## config.mk

```make
export PLATFORM = sky130hd
export DESIGN_NAME = fetch_unit_flat
export DESIGN_NICKNAME = d
export VERILOG_FILES = /design/src/rtl/fetch_pkg.sv /design/src/rtl/fetch_if.sv /design/src/rtl/fetch_fifo.sv /design/src/rtl/fetch_unit.sv /design/src/flat_wrapper.sv
export SDC_FILE = /design/constraint.sdc
export NUM_CORES = 1
export LEC_CHECK = 0
export ABC_AREA = 1
export CAP_MARGIN = 10
export CORE_ASPECT_RATIO = 0.6
export CORE_MARGIN = 3
export CORE_UTILIZATION = 40
export CTS_CLUSTER_SIZE = 20
export DETAILED_ROUTE_END_ITERATION = 16
export GPL_TIMING_DRIVEN = 0
export PLACE_DENSITY = 0.73
export SYNTH_ARGS = -nofsm -noshare
export SYNTH_HDL_FRONTEND = slang
export SYNTH_SLANG_ARGS = --single-unit
```

## constraint.sdc

```tcl
create_clock -name clk -period 11.42 [get_ports clk]
set_input_delay 1.142 -clock clk [delete_from_list [all_inputs] [get_ports clk]]
set_output_delay 1.142 -clock clk [all_outputs]
set_load 0.03 [all_outputs]
```

## src/rtl/fetch_pkg.sv

```systemverilog
// Shared constants for the instruction fetch unit.
package fetch_pkg;

    localparam logic [31:0] RESET_PC_DEFAULT = 32'h0000_0000;
    localparam logic [31:0] NOP_INSTR        = 32'h0000_0013;
    localparam int unsigned FETCH_DEPTH      = 2;
    localparam int unsigned CNT_W            = $clog2(FETCH_DEPTH + 1);
    localparam int unsigned SUM_W            = CNT_W + 1;

endpackage

```

## src/rtl/fetch_if.sv

```systemverilog
// Instruction memory request/response bus between fetch and memory.
interface fetch_if #(
    parameter int unsigned W = 32
);
    logic         imem_req_valid;
    logic         imem_req_ready;
    logic [W-1:0] imem_req_addr;
    logic         imem_rsp_valid;
    logic [W-1:0] imem_rsp_data;

    modport master (
        output imem_req_valid,
        output imem_req_addr,
        input  imem_req_ready,
        input  imem_rsp_valid,
        input  imem_rsp_data
    );

    modport slave (
        input  imem_req_valid,
        input  imem_req_addr,
        output imem_req_ready,
        output imem_rsp_valid,
        output imem_rsp_data
    );
endinterface

```

## src/rtl/fetch_fifo.sv

```systemverilog
// Two-entry {instr, pc} buffer between memory responses and decode.
module fetch_fifo
    import fetch_pkg::*;
#(
    parameter int unsigned W = 32
) (
    input  logic             clk,
    input  logic             rst_n,
    input  logic             i_push,
    input  logic [W-1:0]     i_instr,
    input  logic [W-1:0]     i_pc,
    input  logic             i_pop,
    input  logic             i_clear,
    output logic [W-1:0]     o_instr,
    output logic [W-1:0]     o_pc,
    output logic [CNT_W-1:0] o_count
);
    localparam int unsigned PTR_W = $clog2(FETCH_DEPTH);

    logic [W-1:0]     r_instr [FETCH_DEPTH];
    logic [W-1:0]     r_pc    [FETCH_DEPTH];
    logic [PTR_W-1:0] r_rd_ptr;
    logic [PTR_W-1:0] r_wr_ptr;
    logic [CNT_W-1:0] r_count;

    // Pointer and occupancy tracking; clear wins over push/pop.
    always_ff @(posedge clk or negedge rst_n) begin
        if (!rst_n) begin
            r_rd_ptr <= '0;
            r_wr_ptr <= '0;
            r_count  <= '0;
        end else if (i_clear) begin
            r_rd_ptr <= '0;
            r_wr_ptr <= '0;
            r_count  <= '0;
        end else begin
            if (i_push) r_wr_ptr <= r_wr_ptr + PTR_W'(1);
            if (i_pop)  r_rd_ptr <= r_rd_ptr + PTR_W'(1);
            r_count <= r_count + CNT_W'(i_push) - CNT_W'(i_pop);
        end
    end

    // Entry storage; contents are qualified by r_count so no reset needed.
    always_ff @(posedge clk) begin
        if (i_push && !i_clear) begin
            r_instr[r_wr_ptr] <= i_instr;
            r_pc[r_wr_ptr]    <= i_pc;
        end
    end

    assign o_instr = r_instr[r_rd_ptr];
    assign o_pc    = r_pc[r_rd_ptr];
    assign o_count = r_count;

endmodule

```

## src/rtl/fetch_unit.sv

```systemverilog
// Instruction fetch: PC generation, credit-limited requests, redirect squash.
module fetch_unit
    import fetch_pkg::*;
#(
    parameter int unsigned                word_width = 32,
    parameter logic [word_width-1:0]      RESET_PC   = word_width'(RESET_PC_DEFAULT)
) (
    input  logic                  clk,
    input  logic                  rst_n,
    input  logic                  StallF,
    input  logic                  PCSrcE,
    input  logic [word_width-1:0] PCTargetE,
    fetch_if.master               imem,
    output logic [word_width-1:0] InstrF,
    output logic [word_width-1:0] PCF,
    output logic [word_width-1:0] PCPlus4F,
    output logic                  InstrValidF
);
    localparam logic [word_width-1:0] PC_STEP = word_width'(4);

    logic [word_width-1:0] r_fetch_pc;
    logic [word_width-1:0] r_resp_pc;
    logic [CNT_W-1:0]      r_pending;
    logic [CNT_W-1:0]      r_drop;

    logic [CNT_W-1:0]      w_count;
    logic [word_width-1:0] w_head_instr;
    logic [word_width-1:0] w_head_pc;
    logic [SUM_W-1:0]      w_credit_used;
    logic                  w_req_valid;
    logic                  w_fire;
    logic                  w_keep;
    logic                  w_pop;
    logic [CNT_W-1:0]      w_pending_nxt;

    // Request only while slots remain for every outstanding or buffered word.
    assign w_credit_used = SUM_W'(r_pending) + SUM_W'(w_count);
    assign w_req_valid   = rst_n & ~PCSrcE & (w_credit_used < SUM_W'(FETCH_DEPTH));
    assign w_fire        = w_req_valid & imem.imem_req_ready;
    assign w_keep        = imem.imem_rsp_valid & (r_drop == '0) & ~PCSrcE;
    assign w_pop         = InstrValidF & ~StallF & ~PCSrcE;
    assign w_pending_nxt = r_pending + CNT_W'(w_fire) - CNT_W'(imem.imem_rsp_valid);

    assign imem.imem_req_valid = w_req_valid;
    assign imem.imem_req_addr  = r_fetch_pc;

    // PC and in-flight bookkeeping; a redirect squashes everything in flight.
    always_ff @(posedge clk or negedge rst_n) begin
        if (!rst_n) begin
            r_fetch_pc <= RESET_PC;
            r_resp_pc  <= RESET_PC;
            r_pending  <= '0;
            r_drop     <= '0;
        end else if (PCSrcE) begin
            r_fetch_pc <= PCTargetE;
            r_resp_pc  <= PCTargetE;
            r_pending  <= w_pending_nxt;
            r_drop     <= w_pending_nxt;
        end else begin
            r_pending <= w_pending_nxt;
            if (w_fire) r_fetch_pc <= r_fetch_pc + PC_STEP;
            if (imem.imem_rsp_valid) begin
                if (r_drop != '0) r_drop    <= r_drop - CNT_W'(1);
                else              r_resp_pc <= r_resp_pc + PC_STEP;
            end
        end
    end

    fetch_fifo #(
        .W (word_width)
    ) u_fifo (
        .clk     (clk),
        .rst_n   (rst_n),
        .i_push  (w_keep),
        .i_instr (imem.imem_rsp_data),
        .i_pc    (r_resp_pc),
        .i_pop   (w_pop),
        .i_clear (PCSrcE),
        .o_instr (w_head_instr),
        .o_pc    (w_head_pc),
        .o_count (w_count)
    );

    // Decode-facing view of the buffer head; empty shows a NOP at resp_pc.
    assign InstrValidF = (w_count != '0);
    assign InstrF      = InstrValidF ? w_head_instr : word_width'(NOP_INSTR);
    assign PCF         = InstrValidF ? w_head_pc : r_resp_pc;
    assign PCPlus4F    = PCF + PC_STEP;

endmodule

```

## src/flat_wrapper.sv

```systemverilog
// flat-port wrapper written by rule: the top's interface ports become plain ports
module fetch_unit_flat import fetch_pkg::*;
#(
    parameter int unsigned                word_width = 32,
    parameter logic [word_width-1:0]      RESET_PC   = word_width'(RESET_PC_DEFAULT)
)
  (clk, rst_n, StallF, PCSrcE, PCTargetE, InstrF, PCF, PCPlus4F, InstrValidF, imem_imem_req_valid, imem_imem_req_addr, imem_imem_req_ready, imem_imem_rsp_valid, imem_imem_rsp_data);
  fetch_if #(.W((32))) imem_i ();
  input  logic clk;
  input  logic rst_n;
  input  logic StallF;
  input  logic PCSrcE;
  input  logic [word_width-1:0] PCTargetE;
  output logic [word_width-1:0] InstrF;
  output logic [word_width-1:0] PCF;
  output logic [word_width-1:0] PCPlus4F;
  output logic InstrValidF;
  output wire logic [$bits(imem_i.imem_req_valid)-1:0] imem_imem_req_valid;
  output wire logic [$bits(imem_i.imem_req_addr)-1:0] imem_imem_req_addr;
  input wire logic [$bits(imem_i.imem_req_ready)-1:0] imem_imem_req_ready;
  input wire logic [$bits(imem_i.imem_rsp_valid)-1:0] imem_imem_rsp_valid;
  input wire logic [$bits(imem_i.imem_rsp_data)-1:0] imem_imem_rsp_data;
  assign imem_imem_req_valid = imem_i.imem_req_valid;
  assign imem_imem_req_addr = imem_i.imem_req_addr;
  assign imem_i.imem_req_ready = imem_imem_req_ready;
  assign imem_i.imem_rsp_valid = imem_imem_rsp_valid;
  assign imem_i.imem_rsp_data = imem_imem_rsp_data;
  fetch_unit #(.word_width(word_width), .RESET_PC(RESET_PC)) u_core (.clk(clk), .rst_n(rst_n), .StallF(StallF), .PCSrcE(PCSrcE), .PCTargetE(PCTargetE), .imem(imem_i), .InstrF(InstrF), .PCF(PCF), .PCPlus4F(PCPlus4F), .InstrValidF(InstrValidF));
endmodule
```

==> results of run 1 <==
==> where the power goes <==
part | switching [uW] | leakage, uW | total, uW | internal (uW)
clock network | 318 | 0.000304 | 640 | 322
logic | 1080 | 0.00365 | 1630 | 556
registers | 95.3 | 0.00203 | 968 | 873
==> path summary, 6_finish.rpt <==
check | from | end | slack [ns]
setup / recovery | u_core.u_fifo.o_count[1] | PCPlus4F[1] | 6.94
hold / removal | u_core.imem.imem_req_addr[1] | u_core.imem.imem_req_addr[1] | 0.48
setup reg to reg | u_core.r_drop[0] | u_core.u_fifo.r_instr[0][22] | 8.18
hold reg to reg | u_core.imem.imem_req_addr[1] | u_core.imem.imem_req_addr[1] | 0.48
max in group asynchronous | rst_n | u_core.r_resp_pc[13] | 10.24
min in group asynchronous | rst_n | u_core.imem.imem_req_addr[23] | 0.57
==> layer usage <==
metal | part of all wire | GRT usage | up-vias
met5 | 0 | 0 | -
met4 | 0.015 | 0.0720 | 0
met3 | 0.12 | 0.0781 | 47
met2 | 0.41 | 0.335 | 570
met1 | 0.46 | 0.371 | 5013
li1 | - | - | 4949
==> logic make-up after synthesis <==
| kind of cell | count (synthesis) | synth area share |
|---|---|---|
| flip-flops | 200 | 0.502 |
| XOR/XNOR | 38 | 0.0296 |
| buffers and inverters | 155 | 0.0636 |
| AND/OR/NAND/NOR | 852 | 0.329 |
| AO/OA/AOI/OAI | 129 | 0.0647 |
| adder cells (fa/ha/maj) | 9 | 0.0107 |
==> final cells by class <==
type                    instances  area, um^2
multi-input cells            1028        4890
clock inverters                14         180
well taps                     360         450
plain buffers                  47         307
flip-flops and latches        200        5650
repair buffers                203        2100
clock buffers                  18         439
inverters                     108         408
fillers                      2472       12600
==> critical path: stages (launching register included) <==
cell and delay (ns):
dfrtp_1 0.43, inv_2 0.09, nand2_4 0.07, inv_4 0.10, buf_6 0.16, buf_2 0.29
buf_1 0.55, a21oi_1 0.10, a21oi_1 0.27, buf_4 0.16, clkdlybuf4s50_1 0.66
==> cells in the final DEF, fill, tap and decap left out, types with 10 or more instances in the layout <==
| master | n |
|---|---|
| nand2_2 | 21 |
| a21oi_1 | 62 |
| clkbuf_16 | 17 |
| buf_2 | 10 |
| dfrtp_1 | 72 |
| o21ai_0 | 34 |
| clkdlybuf4s50_1 | 197 |
| buf_6 | 10 |
| inv_1 | 98 |
| clkbuf_1 | 15 |
| xor2_1 | 30 |
| nand4_1 | 17 |
| nand3_1 | 94 |
| nor2_1 | 130 |
| edfxtp_1 | 128 |
| o211ai_1 | 17 |
| nor3_1 | 14 |
| nor2_2 | 12 |
| nand2_1 | 527 |
| nand2_4 | 21 |
==> metrics by stage <==
step           total power (uW)  instance area (um^2)  utilization  instances  setup WS [ns]
2_1_floorplan              1940                 11200            -       1383           6.39
3_3_place_gp               2580                 13700        0.506       1941           3.62
3_5_place_dp               2600                 13800        0.511       1946           7.17
4_1_cts                    3240                 14400        0.534       1978           6.91
5_1_grt                    3390                 14400        0.534       1978           6.75
6_report                   3240                 14400        0.534       1978           6.94
==> registers in the layout (all words and copies together) (netlist names) <==
| signal | flops |
|---|---|
| u_core.u_fifo.r_rd_ptr | 1 |
| u_core.u_fifo.r_wr_ptr | 1 |
| u_core.r_pending | 2 |
| u_core.u_fifo.r_instr | 64 |
| u_core.u_fifo.o_count | 2 |
| u_core.r_resp_pc | 32 |
| u_core.r_drop | 2 |
| u_core.imem.imem_req_addr | 32 |
| u_core.u_fifo.r_pc | 64 |
==> results by group, run 1 <==
Critical path
  – Crit-path max FO: 10
  – R2R depth: 7
  – Crit. End Element: primary output
  – CP startpoint kind: register
  – Worst path arrival time: 3.34 ns
  – Required time of the critical path: between 10 and 15 ns
  – Critical path type: register to primary output

Yosys
  – Most frequent cell after synthesis: nand2_1
  – Seq cells post-synth: 200
  – Share of the synthesized area in the top cell type: 0.342
  – Syn_nets: about 1500
  – Count of different cell masters after synthesis: between 40 and 50
  – Syn Area/Cell: 8.13 um^2
  – Most instantiated cells after synthesis: nand2_1, nor2_1, edfxtp_1, inv_1, nand3_1
  – Ys flop type: edfxtp_1
  – Cells after Synth: approximately 1400
  – Synth top area cells: edfxtp_1, nand2_1, dfrtp_1
  – Cell taking the most area after synthesis: edfxtp_1
  – Async SR Flop Fraction: 0.360
  – Sequential share of the synthesized area: 0.502
  – Synth warn: 0
  – EDFF count, synth: around 130
  – Mapped Area: about 0.011 mm^2

Detailed routing
  – Post-DRT Antenna Nets: 0
  – Routed wire length: around 38000 um
  – Detailed Route Iter0 Violations: roughly 1200
  – Routed WL per cell: between 15 and 20 um
  – DR pass1 iterations: 7
  – DRC Markers: 0
  – Post-DR vias/cell: 5.35
  – DR vias: 10600

Job
  – Max Cap Viol: 0

Timing
  – Tightest Pin Transition: between 1 and 1.5 ns
  – Tcrit/Tclk final: 0.392
  – Fin. max-slew vios: 0
  – Fin crit period: roughly 4.5 ns
  – Setup Viol. Count Final: 0
  – Max Freq: around 220 MHz
  – Worst relative slew slack: 0.299
  – Hold Vio Cnt, Final: 0
  – Clock Skews: ~0.011 ns
  – Total Neg Setup Slack: 0 ns
  – Unrepaired setup endpoints after global routing: false
  – Hold WS: a little under 0.5 ns

Final layout
  – Final nets: 1684
  – Share of cells above drive strength 1: 0.0859
  – Synthesis-to-finish area growth: 28.4%
  – ANT cells: 0

Floorplanning
  – Row count: 46
  – Starting density of the core: 0.416
  – I/O pins: 200
  – Die Wd: 222 um
  – Die H: roughly 140 um
  – Total die area: just over 0.03 mm^2
  – Core box area: between 0.02 and 0.03 mm^2

Placed design
  – Gpl congestion: about 1
  – DP HPWL: between 20000 and 30000 um
  – IO Port Bufs: slightly below 200

Clock network
  – Post-CTS setup buffers: 0
  – # resized after CTS: 0
  – Post-CTS Hold Buffers: 0
  – CTS sink cnt: 200
  – Max clock buf depth: 2
  – CTS tree: yes
  – CTS Buf Count: 17
  – CTS clk-pin slew, worst paths: approximately 0.08 ns
  – Clock root buffer: clkbuf_16
  – Worst-Skew Late Latency: approximately 0.46 ns
  – H-tree depth: 4

Power
  – LEAKAGE: 0.00599 uW
  – Power per cell area: between 200 and 250 mW/mm^2
  – Largest vdd supply drop: between 0.00015 and 0.0002 V

GRT
  – Largest net degree at the start of global routing: between 50 and 60
  – Initial antenna violation count: 0
  – First-pass GRT wire length: roughly 57000 um
  – GRT Total Usage: 0.246
  – Number of global-route vias before repair: between 9000 and 10000
  – Total global routing overflow: 0

Outcome
  – Outcome: complete, no violations

Min path
  – Hold/Removal Path Class: register to register
  – Hold path depth: 2
(Power assumes the default switching activity.)
==> inputs of run 2 (changes only) <==
Settings changed: PLACE_DENSITY 0.73 to 0.76.
Clock period 11.42 ns to 4 ns, I/O delays scaled along.
==> results by group, run 2 (same netlist as run 1, synthesis figures left out) <==
Placed design
  – Gpl congestion: roughly 0.95
  – DP HPWL: between 20000 and 30000 um
  – IO Port Bufs: between 150 and 200

Timing
  – Tightest Pin Transition: roughly 0.83 ns
  – Tcrit/Tclk final: 0.938
  – Clock Skews: 0.0113 ns
  – Setup Viol. Count Final: 0
  – Hold WS: about 0.45 ns
  – Unrepaired setup endpoints after global routing: false
  – Fin. max-slew vios: 0
  – Max Freq: 266 MHz
  – Total Neg Setup Slack: 0 ns
  – Worst relative slew slack: 0.444
  – Hold Vio Cnt, Final: 0
  – Fin crit period: 3.75 ns

GRT
  – GRT Total Usage: 0.245
  – Largest net degree at the start of global routing: 44
  – Initial antenna violation count: 2
  – First-pass GRT wire length: approximately 57000 um
  – Total global routing overflow: 0
  – Number of global-route vias before repair: 9846

Critical path
  – Critical path type: register to primary output
  – CP startpoint kind: register
  – Crit-path max FO: 10
  – Largest stage delay on the critical path: about 0.7 ns
  – Worst r2r dst: u_core.u_fifo.r_pc[0][20]
  – Worst Setup EP: PCPlus4F[12]
  – Crit. End Element: primary output
  – Worst path arrival time: 3.35 ns
  – R2R depth: 8
  – Register-to-register setup slack: 0.63 ns
  – Reg-to-Reg Start: u_core.r_drop[0]
  – Top cell by count, worst path: nand2_2
  – WP buf/inv: 4
  – Crit path depth: 12
  – Cell family with most CP delay: buffers and inverters
  – Crit path cell chain: inv_2 > nand2_4 > buf_8 > nand2_1 > nand2_2 > ha_1 > nand3_2 > inv_1 > nand2_2 > nor2_4 > xor2_1 > clkdlybuf4s50_1
  – Worst Setup SP: u_core.u_fifo.o_count[1]
  – Required time of the critical path: between 3 and 4 ns
  – Crit-path slowest cell: clkdlybuf4s50_1

Power
  – Reg power frac: 0.298
  – Sw Share: 0.450
  – LEAKAGE: about 0.0060 uW
  – Sw power: about 4200 uW
  – Clock Power Share: 0.203
  – Power per cell area: ~640 mW/mm^2
  – Comb power frac: 0.499
  – Internal: about 5100 uW
  – Largest vdd supply drop: ~0.00037 V

Floorplanning
  – Die Wd: ~220 um
  – Core box area: around 0.027 mm^2
  – Row count: 46
  – I/O pins: 200
  – Starting density of the core: 0.416
  – Total die area: 0.0302 mm^2
  – Die H: about 140 um

Min path
  – Hold/Removal Path Class: input pin to async pin

Outcome
  – Outcome: complete, no violations

Detailed routing
  – Detailed Route Iter0 Violations: roughly 1100
  – Post-DRT Antenna Nets: 0
  – DRC Markers: 0
  – DR pass1 iterations: 8
  – Post-DR vias/cell: approximately 5.4
  – DR vias: between 10000 and 15000
  – Routed WL per cell: 19.0 um
  – Routed wire length: 37500 um

Final layout
  – Area of the multi-input gates: just under 0.005 mm^2
  – ANT cells: 0
  – Most frequent cells in the layout: nand2_1, clkdlybuf4s50_1, nor2_1
  – Share of cells above drive strength 1: 0.0853
  – FF+latch area: ~0.0056 mm^2
  – Biggest regs: u_core.u_fifo.r_instr (64), u_core.u_fifo.r_pc (64)
  – Finished Core Util: 0.535
  – Final nets: 1685
  – Commonest non-fill, non-tap cell in the layout: nand2_1
  – Synthesis-to-finish area growth: 28.5%
  – Layout filler cell count: approximately 2500

Clock network
  – Worst-Skew Late Latency: about 0.45 ns
  – Post-CTS setup buffers: 0
  – Clock root buffer: clkbuf_16
  – CTS sink cnt: 200
  – Max clock buf depth: 2
  – # resized after CTS: 0
  – CTS Buf Count: 17
  – H-tree depth: 4
  – CTS clk-pin slew, worst paths: roughly 0.08 ns
  – CTS tree: yes

Job
  – Max Cap Viol: 0
[run 2: changes by cell type in the layout (fill, tap and decap cells not counted)]
| cell | change |
|---|---|
| buf_12 | +1 |
| buf_16 | -1 |
| bufinv_16 | +2 |
| clkbuf_8 | -1 |
| clkinv_2 | -1 |
| clkinv_4 | +1 |
| clkinv_8 | -3 |
| clkinvlp_4 | +1 |
| dlygate4sd3_1 | +1 |
| inv_6 | -1 |
| inv_8 | +1 |
[run 2: routing by layer]
layer	wire, um	up-vias	global-route usage
met4	442	4	0.0494
met1	17200	5066	0.364
met5	34	-	0
met3	4020	40	0.0749
li1	-	4952	-
met2	15800	533	0.353
[run 2: cell type report]
class,count,area share
inverter,108,0.0282
multi-input combinational,1028,0.339
clock inverter,14,0.0142
sequential,200,0.391
tap,360,0.0312
buffer,47,0.0212
clock buffer,17,0.0295
timing repair buffer,204,0.146
[run 2: how the worst min path moves through the flow]
stage / from / end / slack (ns) / cells past startpoint
after floorplan: rst_n / u_core.imem.imem_req_addr[0] / 0.10 / 0
after global placement: u_core.imem.imem_req_addr[0] / u_core.imem.imem_req_addr[0] / 0.46 / 2
after detailed placement: rst_n / u_core.r_resp_pc[9] / 0.38 / 1
after CTS: rst_n / u_core.r_resp_pc[9] / 0.46 / 2
after global routing: rst_n / u_core.r_resp_pc[9] / 0.48 / 2
final: rst_n / u_core.r_resp_pc[13] / 0.45 / 2
[run 2: worst reg2reg max path, stage by stage, from the launching register on]
cell      delay [ns]
dfrtp_1         0.38
inv_1           0.08
ha_1            0.16
nand2_1         0.23
nor2_2          0.50
clkinv_1        0.52
nor2_4          0.71
buf_12          0.28
buf_16          0.21
[run 2: power groups by stage]
| stage | logic, uW | registers, uW | clock network [uW] |
|---|---|---|---|
| after floorplan | 2710 | 2820 | 0 |
| after global placement | 4490 | 2790 | 0 |
| after detailed placement | 4580 | 2800 | 0 |
| after CTS | 4610 | 2760 | 1900 |
| after global routing | 4920 | 2790 | 1990 |
| final | 4620 | 2760 | 1880 |
[run 2: timing repair]
item / 4_1_cts / 5_1_grt
hold endpoints to repair: 29 / 0
hold buffers: 1 / 0
endpoints found under the setup margin: 0 / 0
[run 2: through the flow]
stage	total power (uW)	instances	cell area [um^2]	setup WS, ns
2_1_floorplan	5520	1383	11200	0.655
3_3_place_gp	7290	1941	13700	-1.82
3_5_place_dp	7380	1946	13800	0.252
4_1_cts	9260	1978	14400	0.260
5_1_grt	9700	1978	14400	0.101
6_report	9270	1978	14400	0.247
==> patch 1: new RTL, config.mk and constraints of run 2 <==
Make the reset (`rst_n`) synchronous in 2 clocked blocks.
--- a/src/rtl/fetch_fifo.sv
+++ b/src/rtl/fetch_fifo.sv
@@ -25,5 +25,5 @@
 
     // Pointer and occupancy tracking; clear wins over push/pop.
-    always_ff @(posedge clk or negedge rst_n) begin
+    always_ff @(posedge clk) begin
         if (!rst_n) begin
             r_rd_ptr <= '0;
--- a/src/rtl/fetch_unit.sv
+++ b/src/rtl/fetch_unit.sv
@@ -46,5 +46,5 @@
 
     // PC and in-flight bookkeeping; a redirect squashes everything in flight.
-    always_ff @(posedge clk or negedge rst_n) begin
+    always_ff @(posedge clk) begin
         if (!rst_n) begin
             r_fetch_pc <= RESET_PC;
Function: differs if rst_n is asserted again (counterexample within 4 cycles, from zero or initial values and one cycle with rst_n low); with rst_n held inactive, the same outputs for 4 cycles.
==> patch 1 against run 2 <==
Setup slack worse by 0.080 ns. Via count rose by 4.9%. Cell count increased by 4.9%. Design area about the same. Synthesized area down 0.53%. Die area fell by 0.52%. Hold slack worse by 0.037 ns. Maximum frequency fell by 2.1%. Routed wire length is 4.3% higher. Sequential cell count rose by 1. Critical path type unchanged. Critical endpoint is now PCPlus4F[20].
Power is not compared: it rests on default switching activity, and its combinational part moved more than twofold at a synthesized area within 25%.
==> patch 1: results (changes against run 2) <==
route:
  wl_mm: 39.1  # was 37.5 mm
  first_pass_iters: 5  # was 8
  via_per_inst: 5.35  # was 5.36
  drt-initial-drc-count: 1160  # was 1085
logic_synthesis:
  syn-num-nets: 1552  # was 1462
  synth_ff_type: "edfxtp_1"  # unchanged
  synth_cell_types: 40  # was 41
  synth_commonest_cells: "546 x nand2_1, 129 x inv_1, 128 x edfxtp_1, 120 x nor2_1, 95 x nand3_1"  # was 527 x nand2_1, 132 x nor2_1, 128 x edfxtp_1, 98 x inv_1, 94 x nand3_1
  async_reset_ff_frac: 0  # was 0.360
  syn_inst: 1473  # was 1383
  seq_area_frac_synth: 0.475  # was 0.502
global_route:
  grt_max_degree: 33  # was 44
  grt.total_usage: 0.252  # was 0.245
  grt_pass1_vias: 10200  # was 9846
  grt_pass1_wl_mm: 59.0  # was 56.8 mm
cells_and_area:
  num-nets-final: 1778  # was 1685
  multi_input_area_um2: 5040  # was 4890 um2
  num-fill-cells: 2530  # was 2451
  drive_gt1_frac: 0.0915  # was 0.0853
status:
  status: "finished, final reports clean"  # unchanged
sta:
  tightest_slew_ns: 0.835  # was 0.834 ns
  fin_worst_skew_ns: 0.0109  # was 0.0113 ns
cts:
  clk_latency_ns: 0.53  # was 0.45 ns
  clkTransAtPathRegs_ns: 0.06  # was 0.08 ns
  htreeDepth: 1  # was 4
setup_path:
  arrival_ns: 3.43  # was 3.35 ns
  cp_slowest_cell: "clkdlybuf4s50_1"  # unchanged
placed_design:
  dpl-instance-area_um2: 13700  # was 13800 um2
  dpl.cell_count: 2035  # was 1946
  hpwl_mm: 29.7  # was 28.9 mm
min_path:
  hold_class: "input pin to flip-flop"  # was input pin to async pin
## patch 1: cell types whose count changed in the layout (fill, tap and decap cells not counted), moves of 19 or more
cell	change
dfxtp_1	+73
nand2_2	+23
nand2_1	+19
inv_1	+31
a31oi_1	+19
dfrtp_1	-72
## patch 1: cell type report
cell class                 instances  area share
timing repair buffer             202       0.143
sequential                       201       0.367
clock inverter                    14     0.00788
multi-input combinational       1080       0.349
inverter                         139      0.0365
clock buffer                      26      0.0420
buffer                            53      0.0225
tap                              360      0.0312
## patch 1: where the power goes
group	leakage, nW	internal, mW	switching (mW)
sequential	1.79	2.31	0.0957
clock	0.356	1.16	0.893
combinational	3.48	0.379	0.681
## patch 1: worst min-delay path: cells and delay by family
kind,cells,cell delay (ns)
AOI/OAI and AO/OA,1,0.06
buffers and inverters,1,0.20
and+or+nand+nor,2,0.21
## patch 1: routing by layer
layer  track usage  wire, um  up-vias
met5             0         0        -
met4        0.0483       644        0
met3        0.0730      4670       48
met2         0.360     15900      642
met1         0.379     17900     5167
li1              -         -     5254
## patch 1: through the flow
stage / worst slack, ns / hold slack [ns]
after floorplan: 0.0260 / 0.448
after global placement: -2.33 / 0.458
after detailed placement: 0.587 / 0.475
after CTS: 0.00734 / 0.372
after global routing: 0.0150 / 0.434
final: 0.166 / 0.413
## patch 1: path summary, 6_finish.rpt
check	startpoint	to	slack [ns]	cells after the start
worst max-delay path	u_core.u_fifo.o_count[1]	PCPlus4F[20]	0.17	13
worst min-delay path	PCSrcE	u_core.r_resp_pc[3]	0.41	4
worst max register to register	u_core.u_fifo.o_count[0]	u_core.r_drop[1]	1.23	14
worst min register to register	u_core.imem.imem_req_addr[1]	u_core.imem.imem_req_addr[1]	0.49	2
## patch 1: timing repair
item                                    CTS  global route
setup buffers                             0             0
hold buffers                              0             0
endpoints found under the setup margin    0             2
gates resized for setup                   0             3
## patch 1: logic make-up (layout without fill, tap and decap cells)
group           Yosys count  after routing  synth area share
buf+inv                 192            434            0.0762
simple gates            884            884             0.339
compound gates          159            159            0.0773
flops                   201            201             0.475
xor+xnor                 28             28            0.0219
fa+ha+maj                 9              9            0.0107
==> patch 2: new RTL, settings of run 2 <==
Without the edit above. Register the input `PCTargetE` before use, without a reset. The logic sees it one clock later. The other inputs are not delayed to match.
--- a/src/rtl/fetch_unit.sv
+++ b/src/rtl/fetch_unit.sv
@@ -18,4 +18,10 @@
 );
     localparam logic [word_width-1:0] PC_STEP = word_width'(4);
+
+    logic [word_width-1:0] PCTargetE_q;
+
+    always_ff @(posedge clk) begin
+        PCTargetE_q <= PCTargetE;
+    end
 
     logic [word_width-1:0] r_fetch_pc;
@@ -53,6 +59,6 @@
             r_drop     <= '0;
         end else if (PCSrcE) begin
-            r_fetch_pc <= PCTargetE;
-            r_resp_pc  <= PCTargetE;
+            r_fetch_pc <= PCTargetE_q;
+            r_resp_pc  <= PCTargetE_q;
             r_pending  <= w_pending_nxt;
             r_drop     <= w_pending_nxt;
Formal check against the unedited RTL: not equivalent (a bounded check fails within 4 cycles, from zero or initial values and one cycle with rst_n low).
==> patch 2 against run 2 <==
Die area increased by 4.3%. Design area increased by 4.4%. Highest routed layer is now met4. Critical path depth unchanged. Register-to-register slack improved by 0.33 ns. Routed wire length decreased by 0.21%. Power increased by 6.6%. First-iteration DRC count increased by 15%. Synthesized area increased by 4.4%. Sequential cell count increased by 32. Non-clock buffer count increased by 1. Largest cell class unchanged. Critical endpoint is now PCPlus4F[18]. Combinational power decreased by 1%. Maximum frequency decreased by 1.4%. Sequential share of layout area increased by 2.6 points. Setup slack got worse by 0.054 ns.
==> patch 2: results (changes against run 2) <==
status:
  status: "finished, final reports clean"  # unchanged
cts:
  clk_latency_ns: 0.53  # was 0.45 ns
  cts.sinks: 232  # was 200
  ctsLongestPathBuffers: 3  # was 2
  cts_buffers: 24  # was 17
setup_path:
  r2r_setup_slack_ns: 0.96  # was 0.63 ns
  rr_startpoint: "u_core.u_fifo.o_count[0]"  # was u_core.r_drop[0]
  reg2reg_to: "u_core.r_drop[1]"  # was u_core.u_fifo.r_pc[0][20]
  arrival_ns: 3.41  # was 3.35 ns
  endpoint: "PCPlus4F[18]"  # was PCPlus4F[12]
  critPathLaunch: "u_core.u_fifo.o_count[1]"  # unchanged
cells_and_area:
  syn_to_final_growth_pct: 28.4  # was 28.5%
  final-nonclk-buf-share: 0.157  # was 0.167
  num-fill-cells: 2579  # was 2451
  nMultiInputCombCells: 1021  # was 1028
  signal_buffers: 252  # was 251
sta:
  slew_headroom: 0.443  # was 0.444
  fin_worst_skew_ns: 0.00756  # was 0.0113 ns
global_route:
  grt_max_degree: 43  # was 44
  grt.total_usage: 0.231  # was 0.245
  grt_pass1_wl_mm: 57.3  # was 56.8 mm
  antenna_found_initial: 0  # was 2
  met1_usage: 0.349  # was 0.364
  met3_usage: 0.0641  # was 0.0749
  grt_pass1_vias: 10200  # was 9846
placed_design:
  place_congestion: 0.940  # was 0.950
  hpwl_mm: 28.4  # was 28.9 mm
  dpl-instance-area_um2: 14300  # was 13800 um2
pwr:
  vdd_drop_max_mv: 0.318  # was 0.371 mV
  leakagePower_nw: 6.33  # was 5.99 nW
route:
  drt-initial-drc-count: 1247  # was 1085
  wl_mm: 37.4  # was 37.5 mm
  dr_wl_met3_mm: 4.28  # was 4.02 mm
  first_pass_iters: 6  # was 8
  highest_layer: "met4"  # was met5
  via_per_inst: 5.32  # was 5.36
  wl_met1_mm: 16.9  # was 17.2 mm
logic_synthesis:
  synth_cell_types: 36  # was 41
  synth_commonest_cells: "562 x nand2_1, 128 x edfxtp_1, 110 x inv_1, 108 x nor2_1, 102 x nand3_1"  # was 527 x nand2_1, 132 x nor2_1, 128 x edfxtp_1, 98 x inv_1, 94 x nand3_1
  synth_area_leaders: "edfxtp_1 33%, nand2_1 18%, dfrtp_1 15%"  # was edfxtp_1 34%, nand2_1 18%, dfrtp_1 16%
  synth_area_um2: 11700  # was 11200 um2
  async_reset_ff_frac: 0.310  # was 0.360
==> patch 2: metrics by stage <==
stage,setup TNS (ns),std cells,worst slack (ns)
2_1_floorplan,0,1419,0.762
3_3_place_gp,-162.76,1984,-1.74
3_5_place_dp,0,1989,0.612
4_1_cts,0,2034,0.0121
5_1_grt,0,2034,0.0318
6_report,0,2034,0.193
==> patch 2: power groups by stage <==
stage	Clock, mW	Combinational [mW]	Sequential [mW]
after floorplan	0	2.63	3.19
after global placement	0	4.43	3.17
after detailed placement	0	4.51	3.18
after CTS	2.21	4.54	3.13
after global routing	2.30	4.87	3.17
final	2.18	4.56	3.14
==> patch 2: logic make-up after synthesis <==
kind of cell    synth area share
compound gates            0.0551
xor+xnor                  0.0313
fa+ha+maj                 0.0102
buf+inv                   0.0610
flops                      0.535
simple gates               0.307
==> patch 2: timing repair <==
item,CTS,global route
endpoints found under the hold margin,30,0
setup endpoints to repair,0,1
setup buffers,0,0
hold buffers,1,0
gates resized for setup,0,2
